===== src/rtl/sparse_pkg.sv =====
// Shared types and default sizing for the sparse encoder and its Sparse_MUX users.
// Optional zero-element statistics are enabled by defining SPARSE_ENCODER_STATS_EN.
package sparse_pkg;

  localparam int DEF_DATA_WIDTH = 8;
  localparam int DEF_BLOCK_LEN  = 8;

  typedef enum logic [1:0] {
    COLLECT   = 2'd0,
    EMIT_MASK = 2'd1,
    EMIT_VAL  = 2'd2
  } state_t;

endpackage


===== src/rtl/sparse_next_index.sv =====
// Combinational lowest-set-bit finder used to walk the pending mask during value emission.
module sparse_next_index #(
  parameter int N = 8
) (
  input  logic [N-1:0]         pending,
  output logic [$clog2(N)-1:0] idx,
  output logic                 found
);

  localparam int IW = $clog2(N);

  // Scanning high-to-low lets the last hit (the lowest index) win.
  always_comb begin
    idx   = '0;
    found = 1'b0;
    for (int i = N - 1; i >= 0; i--) begin
      if (pending[i]) begin
        idx   = IW'(i);
        found = 1'b1;
      end
    end
  end

endmodule


===== src/rtl/sparse_encoder.sv =====
// Dense-to-sparse block encoder: one mask beat per block followed by its nonzero values.
// Define SPARSE_ENCODER_STATS_EN to build the saturating zero_count statistic.
//
// Handshake: a beat moves on a port only in a cycle where its valid and ready are both 1;
// while out_valid is 1 and out_ready is 0 every out_* field is held unchanged.
module sparse_encoder
  import sparse_pkg::*;
#(
  parameter int DATA_WIDTH = DEF_DATA_WIDTH,
  parameter int BLOCK_LEN  = DEF_BLOCK_LEN
) (
  input  logic                  clk,
  input  logic                  rst_n,
  input  logic                  in_valid,
  output logic                  in_ready,
  input  logic [DATA_WIDTH-1:0] in_data,
  output logic                  out_valid,
  input  logic                  out_ready,
  output logic                  out_is_mask,
  output logic [BLOCK_LEN-1:0]  out_mask,
  output logic [DATA_WIDTH-1:0] out_data,
  output logic                  out_last,
  output logic [15:0]           zero_count,
  output state_t                fsm_state
);

  localparam int             IW       = $clog2(BLOCK_LEN);
  localparam logic [IW-1:0]  LAST_IDX = IW'(BLOCK_LEN - 1);

  state_t                 state, state_nxt;
  logic [IW-1:0]          cnt;
  logic [BLOCK_LEN-1:0]   mask_q;
  logic [BLOCK_LEN-1:0]   pend_q;
  logic [DATA_WIDTH-1:0]  mem [BLOCK_LEN];
  logic [IW-1:0]          idx;
  logic                   found;
  logic [BLOCK_LEN-1:0]   idx_onehot;
  logic                   accept;
  logic                   out_fire;
  logic                   nz;

  sparse_next_index #(.N(BLOCK_LEN)) u_next_index (
    .pending (pend_q),
    .idx     (idx),
    .found   (found)
  );

  assign idx_onehot = BLOCK_LEN'(1) << idx;
  assign accept     = in_valid && in_ready;
  assign out_fire   = out_valid && out_ready;
  assign nz         = (in_data != '0);
  assign fsm_state  = state;

  always_ff @(posedge clk or negedge rst_n) begin
    if (!rst_n) state <= COLLECT;
    else        state <= state_nxt;
  end

  always_comb begin
    state_nxt   = state;
    in_ready    = 1'b0;
    out_valid   = 1'b0;
    out_is_mask = 1'b0;
    out_last    = 1'b0;
    out_mask    = '0;
    out_data    = '0;
    case (state)
      COLLECT: begin
        in_ready = rst_n;
        if (in_valid && rst_n && cnt == LAST_IDX) state_nxt = EMIT_MASK;
      end
      EMIT_MASK: begin
        out_valid   = 1'b1;
        out_is_mask = 1'b1;
        out_mask    = mask_q;
        out_last    = (mask_q == '0);
        if (out_ready) state_nxt = (mask_q == '0) ? COLLECT : EMIT_VAL;
      end
      EMIT_VAL: begin
        out_valid = found;
        out_data  = mem[idx];
        // Last value beat is the one whose bit is the only one still pending.
        out_last  = ((pend_q & ~idx_onehot) == '0);
        if (out_ready && out_last) state_nxt = COLLECT;
      end
      default: state_nxt = COLLECT;
    endcase
  end

  always_ff @(posedge clk or negedge rst_n) begin
    if (!rst_n) begin
      cnt    <= '0;
      mask_q <= '0;
      pend_q <= '0;
    end else begin
      if (accept) begin
        cnt    <= (cnt == LAST_IDX) ? '0 : cnt + 1'b1;
        mask_q <= ((cnt == '0) ? '0 : mask_q) | (BLOCK_LEN'(nz) << cnt);
      end
      if (out_fire && state == EMIT_MASK) pend_q <= mask_q;
      if (out_fire && state == EMIT_VAL)  pend_q <= pend_q & ~idx_onehot;
    end
  end

  // Element storage needs no reset: it is only read in EMIT_VAL after a full block.
  always_ff @(posedge clk) begin
    if (accept) mem[cnt] <= in_data;
  end

`ifdef SPARSE_ENCODER_STATS_EN
  logic [15:0] zc_q;

  always_ff @(posedge clk or negedge rst_n) begin
    if (!rst_n)                                   zc_q <= '0;
    else if (accept && !nz && zc_q != 16'hFFFF)   zc_q <= zc_q + 16'd1;
  end

  assign zero_count = zc_q;
`else
  assign zero_count = '0;
`endif

endmodule


===== config.mk =====
export PLATFORM = sky130hd
export DESIGN_NAME = sparse_encoder
export DESIGN_NICKNAME = d
export VERILOG_FILES = /design/src/rtl/sparse_pkg.sv /design/src/rtl/sparse_next_index.sv /design/src/rtl/sparse_encoder.sv
export SDC_FILE = /design/constraint.sdc
export NUM_CORES = 1
export LEC_CHECK = 0
export ABC_AREA = 1
export CAP_MARGIN = 20
export CORE_MARGIN = 2
export CORE_UTILIZATION = 50
export DETAILED_ROUTE_END_ITERATION = 8
export GPL_TIMING_DRIVEN = 0
export PLACE_DENSITY = 0.78
export SYNTH_ARGS = -nofsm -noshare
export SYNTH_HDL_FRONTEND = slang
export SYNTH_SLANG_ARGS = --single-unit

===== constraint.sdc =====
create_clock -name clk -period 2.05 [get_ports clk]
set_input_delay 0.615 -clock clk [delete_from_list [all_inputs] [get_ports clk]]
set_output_delay 0.615 -clock clk [all_outputs]
set_load 0.05 [all_outputs]

After elaboration in Yosys (flattened, before gate mapping)
Memories as Yosys holds them, arrays and structs flattened.
Index checks and enable logic that the tools add are counted.
Widths: inputs -> output; s select.
- memories kept: 1
- logic and storage cells: 64
- bits in latches: 0
- memory bits (read-only): 0
- bits in writable memories: 64
- register bits after elaboration: 21
- memories (memory ; depth ; bits a word ; rd ports ; clocked after memory_dff ; wr ports ; line ; text):
    mem ; 8 ; 8 ; 1 ; 0 ; 1 ; sparse_encoder.sv:34 ; logic [DATA_WIDTH-1:0] mem [BLOCK_LEN];
- reduce and logical (&&, ||, !) cells: 14
- $add $sub $neg: 1
- mux-type cells: 33
- multipliers: 0
- shift operators: 2
- divide/modulo/power cells: 0
- order comparisons: 0
- bitwise logic cells: 3
- equality and inequality tests: 6
- operators with widths (kind ; count):
    $mux 8 ; 5
    $mux 3 ; 9
    $logic_not 8->1 ; 2
    $mux 1 ; 12
    $and 8x8->8 ; 1
    $mux 2 ; 4
    $not 8->8 ; 1
    $or 8x8->8 ; 1
    $reduce_bool 8->1 ; 1
    $shl 1x3->8 ; 1
    $shl 1x3->8 const A ; 1
    $logic_and 1x1->1 ; 7
    $ne 2x2->1 const B ; 3
    $pmux 2 s3 ; 1
    $pmux 1 s2 ; 2
    $add 3x1->3 const B ; 1
    $eq 3x3->1 const B ; 1
    $logic_not 3->1 ; 1
    $reduce_and 3->1 ; 1
    $eq 2x1->1 const B ; 1
    $eq 2x2->1 const B ; 1
    $logic_not 2->1 ; 1
    $reduce_bool 2->1 ; 1

Longest topological paths before layout
- word-level depth: 15
- depth in mapped cells: 17

Modules after synthesis
A second synthesis with hierarchy kept.
- cell total of the unflattened synthesis: 392
- area total of the unflattened synthesis: 3992.6 µm²
- modules (own cells, without submodules) (module ; cells each ; instances ; area each (µm²)):
    sparse_encoder ; 370 ; 1 ; 3893.7
    sparse_next_index ; 22 ; 1 ; 98.8

Worst setup path before layout
Ideal clock, no wire load.
- path type: register to register
- from: register state[0] (netlist: fsm_state[0])
- to: register pend_q[2]
- period minus slack after synthesis: 3.106 ns
- arrival time: 2.977 ns
- setup time: 0.129 ns
- stages on the path, launching flop included: 8
- path buffers: 1
- setup slack: -1.056 ns
- cells stage by stage: dfrtp_1 ha_1 inv_1 a21oi_1 nand3_1 buf_4 o21ai_0 o21ai_0
- longest elaborated chain between the ends: 5
- elaborated cells between the ends (all ways): 8
- ends and longest elaborated chain (element ; line ; text):
    start, declared ; sparse_encoder.sv:30 ; state_t state, state_nxt;
    start signal, assigned ; sparse_encoder.sv:56 ; else state <= state_nxt;
    $eq 2x2->1 / $eq 2x1->1 (equally long branches) ; sparse_encoder.sv:67 ; case (state)
    $pmux 1 s2 (*) ; sparse_encoder.sv:67 ;
    named net out_valid ; sparse_encoder.sv:17 ; output logic out_valid,
    $logic_and 1x1->1 (*) ; sparse_encoder.sv:50 ; assign out_fire = out_valid && out_ready;
    $logic_and 1x1->1, on equally long branches ; sparse_encoder.sv:101, sparse_encoder.sv:100 ;
    $mux 8 / $reduce_bool 2->1 (equally long branches) ; n/a ;
    end signal, assigned ; sparse_encoder.sv:100 ; if (out_fire && state == EMIT_MASK) pend_q <= mask_q;
    end signal, assigned ; sparse_encoder.sv:101 ; if (out_fire && state == EMIT_VAL) pend_q <= pend_q & ~idx_onehot;
    end, declared ; sparse_encoder.sv:33 ; logic [BLOCK_LEN-1:0] pend_q;
The timed path passes the listed nets; every way through them passes the cells marked *.
A chain may end at the register's enable or synchronous reset.

Worst setup path in the final report
- from: register pend_q[7]
- to: output port out_data[5]
- longest elaborated chain between the ends: 10
- ends and longest elaborated chain (element ; line ; text):
    $mux 3 (8 in a row) ; sparse_next_index.sv:17 ; if (pending[i]) begin
    $mem_v2 8x8 ; n/a ;
    $mux 8 ; sparse_encoder.sv:67 ;
    end, declared ; sparse_encoder.sv:21 ; output logic [DATA_WIDTH-1:0] out_data,
No other way between the ends.

==> summary.md <==
| Metric | Value |
|---|---|
| Detailed Place HPWL | slightly above 6 mm |
| Area share of the largest cell type after synthesis | between 40% and 50% |
| Unrepaired setup endpoints after global routing | true |
| Antenna violations before repair | 0 |
| Overall die area | between 8000 and 9000 µm² |
| Largest stage delay, worst path | 0.43 ns |
| Max rail drop VDD | 0.00103 V |
| Routability congestion estimate from global placement | a little under 0.9 |
| Via count of the first global-routing pass | ~3,300 |
| Startpoint types | flip-flop |
| Finished Layout Cells | between 500 and 600 |
| Final-report hold violation count | 0 |
| Number of maximum-capacitance violations | 0 |
| Total track usage | between 20 and 30% |
| YS warnings | 0 |
| Post-route minimum period | ~3 ns |
| Final slew viol count | 0 |
| Library cell with the highest instance count after synthesis | sky130_fd_sc_hd__edfxtp_1 |
| Port bufs | 33 |
| Fraction of registers with async set or reset after synthesis | between 20 and 25% |
| Post-CTS clock slew at the launch and capture registers of the worst setup and hold paths | approximately 0.090 ns |
| Deepest level of the CTS H-tree | 3 |
| Overall routed net length | roughly 13 mm |
| Remaining global-route overflow | 0 |
| Residual DRC | 0 |
| 1st-iter DRT viols | 419 |
| Number of instances in the synthesized netlist | around 370 |
| Antenna viol nets, final | 0 |
| Per-cell via count in the routed design | between 5 and 6 |
| First-pass GRT wire length | ~17 mm |
| Cell taking the most area after synthesis | sky130_fd_sc_hd__edfxtp_1 |
| Utilization of the core after routing | roughly 80% |
| Top cells by area in the synthesized netlist | sky130_fd_sc_hd__edfxtp_1 (49%), sky130_fd_sc_hd__dfrtp_1 (13%), sky130_fd_sc_hd__nand2_1 (4.9%) |
| Total core area | between 7000 and 8000 µm² |
| Layout overhead on the synthesized area | 56.7% |
| Power per standard cell area | 1700 nW/µm² |
| Share of final-layout standard cells stronger than drive strength 1 | about half |
| Primary FF master, synth | sky130_fd_sc_hd__edfxtp_1 |
| Floorplan row count | 32 |
| CTS Buf Count | 9 |
| Achievable Freq | between 0.3 and 0.4 GHz |
| Buffer type at the clock tree root | sky130_fd_sc_hd__clkbuf_8 |
| Highest-delay cell along the critical path | sky130_fd_sc_hd__dfrtp_1 |
| Most common library cells after synthesis | sky130_fd_sc_hd__edfxtp_1 (64), sky130_fd_sc_hd__nand2_1 (51), sky130_fd_sc_hd__nor2_1 (46), sky130_fd_sc_hd__inv_1 (45), sky130_fd_sc_hd__o21ai_0 (33) |
| Die extent in y | roughly 92 µm |
| Sequential share of the synthesized area | between 60% and 70% |
| Critical path arrival | approximately 2.4 ns |
| Most frequent cell on the critical path | sky130_fd_sc_hd__buf_6 |
| Synthesized area | 3910 µm² |
| Cell count after placement | slightly above 500 |
| Synthesized area per cell | 10.6 µm² |
| Clk_skew | ~0.009 ns |
| Worst skew pair latency | between 0.3 and 0.4 ns |
| Critical Setup Path Class | flip-flop to primary output |
| Maximum number of pins on one net before global-route repair | 24 |
| Worst-path cell chain | inv_2 -> nand2_4 -> nand2_4 -> a21oi_4 -> buf_6 -> nand2_8 -> buf_8 -> buf_6 -> o21ai_2 -> nor2_2 -> o221ai_4 -> a21oi_4 -> buf_6 |
| Slew HR | about 46% |
| Number of detailed-route iterations in the first pass | 5 |
| Slack of the critical path | -0.941 ns |
| Status | finished, violations left |
| Crit path buf inv count | 5 |
| Leakage component of the power | approximately 2.3 nW |
| Antenna cells | 0 |
| Nets | a little under 500 |
| Type of the worst min-delay path | input port to asynchronous set/reset pin |
| Die boundary width | ~90 µm |
| Number of inserted filler cells in the final layout | 371 |
| Count of endpoints failing setup in the final report | 20 |
| Element type at the critical path end | primary output |
| Transition time at the pin with the least slew margin | about 0.81 ns |
| Final-layout worst hold slack | 0.131 ns |
| Register bit total from synthesis | between 80 and 90 |
| CTS Buffer Depth | 2 |
| Top-level I/O count | 50 |
| CTS sink count | 85 |
| Total via count in the routed design | between 3,000 and 4,000 |
| WP data required | around 1.4 ns |
| Fraction of the cycle the final worst path needs | 146% |
| Clock tree from TritonCTS | done |
| Drt wl/cell | about 22 µm |
| Highest net fanout along the worst path | 6 |
| Number of distinct standard cells referenced by the synthesized netlist | 27 |
| Effective utilization at floorplan | 51.2% |
| CP delay by family, top | buffers and inverters |
| Number of synthesized flops with an enable pin | between 60 and 70 |
| Failing checks | setup timing |
[cells by family (layout without fill, tap and decap cells)]
family          count (synthesis)  after routing  synth area share, %
compound gates                 75             75                 11.9
buf+inv                        70            168                 8.76
fa+ha+maj                       6              6                 1.92
other cells                     1             16               0.0958
simple gates                  132            132                 14.8
flops                          85             85                 62.5
[registers in the layout (all words and copies together), names as in the netlist]
signal     flops
mem           64
pend_q         8
fsm_state      2
cnt            3
mask_q         8
[timing repair]
item                       in CTS  in global routing
cloned                          3                  0
pin swaps                      23                 27
setup buffers                  22                 25
setup endpoints to repair      99                 97
hold buffers                    0                  0
gates resized for setup       236                 74
[layer usage]
metal	part of all wire [%]	wire, µm	track usage (%)
met5	0	0	0
met4	4.1	520	12.3
met3	8.6	1100	4.88
met2	51	6520	43.9
met1	37	4700	32.3
[worst paths after layout]
check,start,slack (ns),end,depth (start not counted)
worst max-delay path,pend_q[7],-0.94,out_data[5],13
worst min-delay path,rst_n,0.13,pend_q[1],1
worst max register to register,pend_q[7],-0.21,fsm_state[0],16
worst min register to register,fsm_state[1],0.61,fsm_state[1],3
max in group asynchronous,rst_n,1.65,fsm_state[1],1
min in group clk,fsm_state[1],0.61,fsm_state[1],3
[layout by cell type, fill, tap and decap left out, drive strengths merged, types with 14 or more instances in the layout]
master / instances
buf: 92
edfxtp: 64
nand2: 58
nor2: 51
inv: 42
o21ai: 33
dfrtp: 21
conb: 16
o221ai: 15
nand3: 15
a21oi: 14
[layout make-up]
| type | instances | area [µm²] | share of cell area, % |
|---|---|---|---|
| tap | 102 | 128 | 2.08 |
| clock buffer | 9 | 124 | 2.02 |
| inverter | 47 | 219 | 3.57 |
| buffer | 23 | 234 | 3.81 |
| sequential | 85 | 2450 | 39.9 |
| multi-input combinational | 229 | 1920 | 31.4 |
| timing repair buffer | 82 | 925 | 15.1 |
| clock inverter | 7 | 130 | 2.12 |
[per-stage QoR]
step / power, mW / worst slack [ns] / instance area (µm²) / TNS, ns
2_1_floorplan: 5.19 / -0.216 / 4270 / -1.92
3_3_place_gp: 6.00 / -1.62 / 4730 / -124.14
3_5_place_dp: 6.12 / -1.70 / 4730 / -130.20
4_1_cts: 9.12 / -0.823 / 5690 / -8.62
5_1_grt: 10.8 / -1.02 / 6130 / -11.93
6_report: 10.4 / -0.941 / 6130 / -10.73
[power breakdown]
part | total, mW | leakage (nW) | switching, mW | internal [mW]
Clock | 1.51 | 0.128 | 0.678 | 0.833
Sequential | 2.42 | 0.827 | 0.296 | 2.13
Combinational | 6.49 | 1.39 | 3.83 | 2.67
Total | 10.4 | 2.35 | 4.80 | 5.62
(Power assumes the default switching activity.)
